File: src/rtl/mmio_bridge_pkg.sv
// mmio_bridge_pkg
//   Shared definitions for the MMIO bridge: FSM state encoding, the address
//   prefix that marks the external peripheral region, and a decode helper.
package mmio_bridge_pkg;

    typedef enum logic [1:0] {
        ST_IDLE   = 2'd0,
        ST_ACCESS = 2'd1,
        ST_DONE   = 2'd2,
        ST_ERR    = 2'd3
    } mmio_state_t;

    // Top two address bits equal to this value select the peripheral bus.
    localparam logic [1:0] EXT_REGION = 2'b11;

    function automatic logic is_ext_region(input logic [1:0] prefix);
        return prefix == EXT_REGION;
    endfunction

endpackage

File: src/rtl/mmio_bridge_timer.sv
// mmio_bridge_timer
//   Wait-state counter that bounds a single peripheral access.
//   Ports:
//     clk, rst_n  clock / async active-low reset
//     clr         synchronous clear to zero (wins over en)
//     en          count one cycle
//     expired     count has reached TIMEOUT-1 (last permitted cycle)
module mmio_bridge_timer #(
    parameter int TIMEOUT = 15
) (
    input  logic clk,
    input  logic rst_n,
    input  logic clr,
    input  logic en,
    output logic expired
);

    localparam int CNT_W = $clog2(TIMEOUT + 1);

    logic [CNT_W-1:0] cnt;

    assign expired = (cnt == CNT_W'(TIMEOUT - 1));

    always_ff @(posedge clk or negedge rst_n) begin
        if (!rst_n) begin
            cnt <= '0;
        end else if (clr) begin
            cnt <= '0;
        end else if (en && !expired) begin
            cnt <= cnt + 1'b1;
        end
    end

endmodule

File: src/rtl/mmio_bridge.sv
// mmio_bridge
//   Routes external data-memory accesses from the EX_DM stage onto NUM_CH
//   acknowledge-based peripheral channels, stalling the pipeline while an
//   access is in flight. Each access is bounded by a timeout; timeouts return
//   ERR_DATA and record a sticky bus error with the first failing address.
//   Ports:
//     cpu_addr/cpu_wdata/cpu_re/cpu_we   request from EX_DM
//     cpu_rdata/cpu_ext                  load data + external-select for DM_WB
//     cpu_stall                          hold all pipeline stages
//     ch_sel/ch_addr/ch_wdata/ch_re/ch_we  peripheral request (held until ack)
//     ch_ack/ch_rdata                    per-channel completion and read data
//     err_clr/bus_err/err_addr           sticky timeout status
module mmio_bridge
    import mmio_bridge_pkg::*;
#(
    parameter int                DATA_W   = 16,
    parameter int                ADDR_W   = 16,
    parameter int                NUM_CH   = 4,
    parameter int                CH_W     = 2,
    parameter int                TIMEOUT  = 15,
    parameter logic [DATA_W-1:0] ERR_DATA = {DATA_W{1'b1}}
) (
    input  logic                       clk,
    input  logic                       rst_n,
    input  logic [ADDR_W-1:0]          cpu_addr,
    input  logic [DATA_W-1:0]          cpu_wdata,
    input  logic                       cpu_re,
    input  logic                       cpu_we,
    output logic [DATA_W-1:0]          cpu_rdata,
    output logic                       cpu_ext,
    output logic                       cpu_stall,
    output logic [NUM_CH-1:0]          ch_sel,
    output logic [ADDR_W-2-CH_W-1:0]   ch_addr,
    output logic [DATA_W-1:0]          ch_wdata,
    output logic                       ch_re,
    output logic                       ch_we,
    input  logic [NUM_CH-1:0]          ch_ack,
    input  logic [NUM_CH*DATA_W-1:0]   ch_rdata,
    input  logic                       err_clr,
    output logic                       bus_err,
    output logic [ADDR_W-1:0]          err_addr
);

    localparam int LA_W = ADDR_W - 2 - CH_W;

    mmio_state_t       state;
    logic [ADDR_W-1:0] lat_addr;
    logic [DATA_W-1:0] lat_wdata;
    logic [CH_W-1:0]   lat_ch;
    logic              ext_req;
    logic [CH_W-1:0]   req_ch;
    logic              sel_ack;
    logic [DATA_W-1:0] sel_rdata;
    logic              tmr_expired;

    assign ext_req   = (cpu_re || cpu_we) && is_ext_region(cpu_addr[ADDR_W-1 -: 2]);
    assign req_ch    = cpu_addr[ADDR_W-3 -: CH_W];

    // Only the latched channel may complete the access.
    assign sel_ack   = ch_ack[lat_ch];
    assign sel_rdata = ch_rdata[int'(lat_ch)*DATA_W +: DATA_W];

    // Mealy in IDLE so the pipeline freezes in the request cycle itself.
    // Gated by reset so an abandoned access releases the pipeline at once.
    assign cpu_stall = rst_n && ((state == ST_IDLE && ext_req) || state == ST_ACCESS);

    assign ch_addr  = lat_addr[LA_W-1:0];
    assign ch_wdata = lat_wdata;

    mmio_bridge_timer #(.TIMEOUT(TIMEOUT)) u_timer (
        .clk     (clk),
        .rst_n   (rst_n),
        .clr     (state == ST_IDLE),
        .en      (state == ST_ACCESS),
        .expired (tmr_expired)
    );

    always_ff @(posedge clk or negedge rst_n) begin
        if (!rst_n) begin
            state     <= ST_IDLE;
            lat_addr  <= '0;
            lat_wdata <= '0;
            lat_ch    <= '0;
            ch_sel    <= '0;
            ch_re     <= 1'b0;
            ch_we     <= 1'b0;
            cpu_ext   <= 1'b0;
            cpu_rdata <= '0;
        end else begin
            case (state)
                ST_IDLE: begin
                    cpu_ext <= 1'b0;
                    if (ext_req) begin
                        lat_addr  <= cpu_addr;
                        lat_wdata <= cpu_wdata;
                        lat_ch    <= req_ch;
                        ch_sel    <= NUM_CH'(1) << req_ch;
                        // re & we together is a write.
                        ch_we     <= cpu_we;
                        ch_re     <= !cpu_we;
                        state     <= ST_ACCESS;
                    end
                end
                ST_ACCESS: begin
                    if (sel_ack) begin
                        cpu_rdata <= sel_rdata;
                        cpu_ext   <= 1'b1;
                        ch_sel    <= '0;
                        ch_re     <= 1'b0;
                        ch_we     <= 1'b0;
                        state     <= ST_DONE;
                    end else if (tmr_expired) begin
                        cpu_rdata <= ERR_DATA;
                        cpu_ext   <= 1'b1;
                        ch_sel    <= '0;
                        ch_re     <= 1'b0;
                        ch_we     <= 1'b0;
                        state     <= ST_ERR;
                    end
                end
                // Pipeline advances at the end of DONE/ERR, so the request
                // still on the inputs is not decoded again.
                ST_DONE, ST_ERR: begin
                    cpu_ext <= 1'b0;
                    state   <= ST_IDLE;
                end
                default: state <= ST_IDLE;
            endcase
        end
    end

    // Sticky error: first error wins, but a new error beats a same-cycle clear.
    always_ff @(posedge clk or negedge rst_n) begin
        if (!rst_n) begin
            bus_err  <= 1'b0;
            err_addr <= '0;
        end else if (state == ST_ERR && (!bus_err || err_clr)) begin
            bus_err  <= 1'b1;
            err_addr <= lat_addr;
        end else if (err_clr) begin
            bus_err  <= 1'b0;
            err_addr <= '0;
        end
    end

endmodule
File: config.mk
export PLATFORM = sky130hd
export DESIGN_NAME = mmio_bridge
export DESIGN_NICKNAME = d
export VERILOG_FILES = /design/src/rtl/mmio_bridge_pkg.sv /design/src/rtl/mmio_bridge_timer.sv /design/src/rtl/mmio_bridge.sv
export SDC_FILE = /design/constraint.sdc
export NUM_CORES = 1
export LEC_CHECK = 0
export CORE_MARGIN = 2
export CORE_UTILIZATION = 44
export DETAILED_ROUTE_END_ITERATION = 8
export PLACE_DENSITY = 0.86
export SKIP_CTS_REPAIR_TIMING = 1
export SYNTH_ARGS = -nofsm -noshare
export SYNTH_HDL_FRONTEND = slang
export SYNTH_SLANG_ARGS = --single-unit
File: constraint.sdc
create_clock -name clk -period 3.65 [get_ports clk]
set_input_delay 0.365 -clock clk [delete_from_list [all_inputs] [get_ports clk]]
set_output_delay 0.365 -clock clk [all_outputs]
set_load 0.05 [all_outputs]
# Yosys cells after proc, flatten, opt, wreduce, memory -nomap -nowiden
# Cells that the tools add are included.
# totals
reg_bits	80
in_bits	105
out_inout_bits	69
word_cells	72
# op_classes
addsub	1
n_lt_le_gt_ge	1
n_eq_ne	7
shift	2
mux	27
n_reduce_logical	22
# op_table
op	count
16-bit two-way mux	4
64-bit by 7-bit variable part select with 16-bit output	1
4-bit two-way mux	5
1-bit two-way mux	9
4-bit case mux with 2 select lines	1
2-bit nonzero test	4
2-bit equality test, second input constant	3
2-bit two-way mux	3
1-bit case mux with 2 select lines	3
2-bit case mux with 3 select lines	1
2-bit AND reduction	3
1-bit logical AND	5
4-bit by 1-bit adder with 4-bit output, second input constant	1
4-bit equality test, second input constant	1
1-bit by 2-bit << shifter with 4-bit output, first input constant	1
1-bit zero test	3
1-bit logical OR	3
2-bit by 3-bit < comparator with 1-bit output, second input constant	1
3-bit != test, second input constant	1
3-bit AND reduction	1
3-bit OR reduction	1
1-bit binary-select mux with 2-bit select	1
2-bit by 1-bit equality test with 1-bit output, second input constant	1
2-bit zero test	1
other kinds (2)	2

# Longest topological paths before layout
# depth
word_depth	5
mapped_depth	7

# Modules after synthesis
# A second synthesis with hierarchy kept.
# unflattened
cells_unflattened	259
hier_area_um2	3728.6
# modules_own_cells
mod	instances	cells_each	area_per_inst_um2	seq_area_each_um2
mmio_bridge	1	235	3507.1	1851.8
mmio_bridge_timer	1	24	221.5	100.1

# Worst setup path after synthesis
# No wires, ideal clock.
# synth_timing
kind	register -> output
startpoint	reg state[0]
endpoint	out cpu_stall
arrival_ns	2.230
path_slack_ns	1.055
stages_incl_launch_ff	6
path_buffers	2
cell_sequence	dfrtp_1 -> clkbuf_1 -> nor2_1 -> o2111ai_1 -> clkbuf_1 -> a21boi_0
# synth_via
elab_chain_len	4
word_cells_on_any_way	5
classes_between	eq/ne (1); reduce/logical (4)
# synth_lines
item	line	source
from (decl)	mmio_bridge.sv:46	mmio_state_t state;
from (signal assigned)	mmio_bridge.sv:80	state <= ST_IDLE;
from (signal assigned)	mmio_bridge.sv:101	state <= ST_ACCESS;
from (signal assigned)	mmio_bridge.sv:111	state <= ST_DONE;
2-bit zero test	mmio_bridge.sv:65	assign cpu_stall = rst_n && ((state == ST_IDLE && ext_req) || state == ST_ACCESS);
1-bit logical AND	mmio_bridge.sv:65	
1-bit logical OR (*)	mmio_bridge.sv:65	
1-bit logical AND (*)	mmio_bridge.sv:65	
to (decl)	mmio_bridge.sv:31	output logic cpu_stall,
# Mark *: on every way between the ends. The rest lies on a longest branch, timed or not.

# Worst setup path in the final report
# layout_timing
startpoint	reg state[1]
endpoint	out cpu_stall
# The elaborated chain is that of the path after synthesis.

==> results.cfg <==
[finish]
antenna_cells = 0
post-route-cell-area_um2 = 5523
syn_to_final_growth_pct = 53.53
drive_gt1_share_pct = 8.367
finalNetCount = 605

[critical_path]
setup.worst_path.start_class = register
cp-end-kind = output port
arrival_ns = 2.28
regToRegSetupSlack_ns = 1.76
required_ns = 3.28
cp_max_fo = 10
worstRegToRegCells = 5
r2r_end = err_addr[13]
reg2reg_from = state[1]
critical_path_class = register to output port

[timing]
drv_slew = 0
hold_viol = 0
finalCritPeriodShare_pct = 72.46
max_slew_margin_pct = 35.71
rsz0062_at_grt = no
fin_skew_ns = 0.008435
period_needed_ns = 2.645
fin_ws_ns = 1.005
finalSetupViolCount = 0
fin_setup_tns_ns = 0
worst_pin_slew_ns = 0.9643
max_freq_mhz = 378.1

[synth]
syn-instance-count = 342
synth_most_common_cell = nand2_1
synth_ff_type = dfrtp_1
synth-edff-count = 0
synth.avg_cell_area_um2 = 10.52
synth_cell_types = 35
synthTopCellsByCount = nand2_1 (136), dfrtp_1 (78), mux4_2 (17), o211ai_1 (16), o22a_1 (16)
ys_seq_area_share_pct = 54.26
syn-num-nets = 449
yosys-top-cells-area = dfrtp_1 (54%), nand2_1 (14%), mux4_2 (11%)
synth_top_area_share_pct = 54.26
syn_area_um2 = 3597
synth_area_leader_cell = dfrtp_1
async_reset_ff_share_pct = 100.0
synth-seq-cells = 78
ys.warnings.count = 0

[placement]
dpl-instance-area_um2 = 5315
pre_cts_ws_ns = 1.125
gp_routability_congestion = 0.8006
dp_hpwl_um = 7285
io_buffers = 173

[clock_network]
cts_buffers = 9
h-tree-depth = 3
cts_tree = built
clk_pin_slew_ns = 0.08
clk_latency_ns = 0.33
clock-root-buffer = clkbuf_8
cts.sinks = 78
cts_buffer_depth = 2

[hold_path]
holdCritPathClass = input port to async pin

[floorplan]
fp.coreArea_um2 = 7807
die_w_um = 94.42
die_area_um2 = 8915
rows = 32
pin_count = 174
die-height_um = 94.42
start_util_pct = 46.07

[job]
max_cap_viol_count = 0

[global_routing]
grt_max_degree = 79
grt_use_total_pct = 23.03
grt_overflow_total = 0
grt_pass1_vias = 3273
antenna_found_initial = 0
grt_pass1_wl_um = 15750

[power_and_ir_drop]
power.share.combinational_pct = 56.2
irDropWorstVdd_mv = 0.4971
clkPwrFrac_pct = 13.9
p_int_mw = 2.533
p_leak_nw = 2.427
p_seq_share_pct = 29.9
sw_frac_of_total_pct = 46.34
switching_power_mw = 2.187
power_density_nw_per_um2 = 854.6

[drt]
first_pass_iters = 4
vias = 3105
remaining_drc_errors = 0
drt_iter0_drc = 191
routed_via_density = 5.141
wl_um = 9602
wl_per_cell_um = 15.90
ant_nets = 0

[outcome]
outcome = finished, final reports clean
## cell usage in the layout (no fill, tap or decap), types with 3 or more instances in the layout
cell type / count
clkdlybuf4s50_1: 172
inv_1: 3
nand2_1: 136
mux4_2: 17
o211ai_1: 16
buf_4: 7
dfrtp_1: 78
o21ai_1: 4
o21ai_0: 4
o22a_1: 16
clkbuf_8: 12
nor2_1: 5
nand3_1: 3
nand2b_1: 3
## routing by layer
layer  global-route usage (%)  up-vias  share of wire [%]  wire (um)
li1                         -     1478                  -          -
met1                    27.64     1487                 40       3810
met2                    39.35      120                 51       4934
met3                    5.826       20                6.6        633
met4                    10.14        0                2.3        223
met5                        0        -                  0          0
## worst max-delay path: stages (launching register included)
cell,delay [ns]
dfrtp_1,0.48
nor2_1,0.28
o2111ai_4,0.15
a21boi_0,0.20
clkdlybuf4s50_1,0.84
## how the worst max path moves through the flow
stage / startpoint / end / slack, ns / cells after the start
floorplan: state[0] / cpu_stall / 1.05 / 5
global placement: cpu_we / cpu_stall / 1.13 / 4
detailed placement: cpu_we / cpu_stall / 1.12 / 4
CTS: state[1] / cpu_stall / 0.98 / 4
global route: state[1] / cpu_stall / 0.89 / 4
finish: state[1] / cpu_stall / 1.01 / 4
## kinds of logic (layout without fill, tap and decap cells)
family	after synthesis	in the layout	share of synthesized area [%]
buffers and inverters	38	198	6.017
DFF	78	78	54.26
AOI/OAI and AO/OA	53	53	11.34
and+or+nand+nor	154	154	17.04
muxes	17	17	10.64
adders and majority gates	2	2	0.6955
## power groups by stage
stage	logic, mW	registers [mW]	clock network, mW
finish	2.65	1.41	0.657
global route	2.79	1.45	0.708
CTS	2.68	1.41	0.670
detailed placement	2.67	1.42	0
global placement	2.62	1.41	0
floorplan	1.12	2.15	0
## flip-flops by register name, indices dropped and copies added, names as in the netlist
name	count
bus_err	1
ch_re	1
ch_sel	4
ch_wdata	16
ch_we	1
cpu_ext	1
cpu_rdata	16
err_addr	16
lat_addr	16
state	2
u_timer.cnt	4
## area by class of cell
class,count,area [um^2]
fillers,584,2285
clock buffers,12,165.2
flip-flops and latches,78,1952
repair buffers,179,1774
multi-input cells,226,1446
clock inverters,3,42.54
well taps,102,127.6
inverters,4,15.01
## per-stage QoR
step / utilization (%) / power [mW] / hold WS (ns) / instances
finish: 70.74 / 4.720 / 0.2683 / 604
global route: 70.74 / 4.953 / 0.3519 / 604
CTS: 70.74 / 4.759 / 0.3043 / 604
detailed placement: 68.08 / 4.093 / 0.4571 / 589
global placement: 68.08 / 4.033 / 0.4478 / 589
floorplan: - / 3.269 / 0.06941 / 342
No activity file was read; power rests on OpenSTA's default activity.
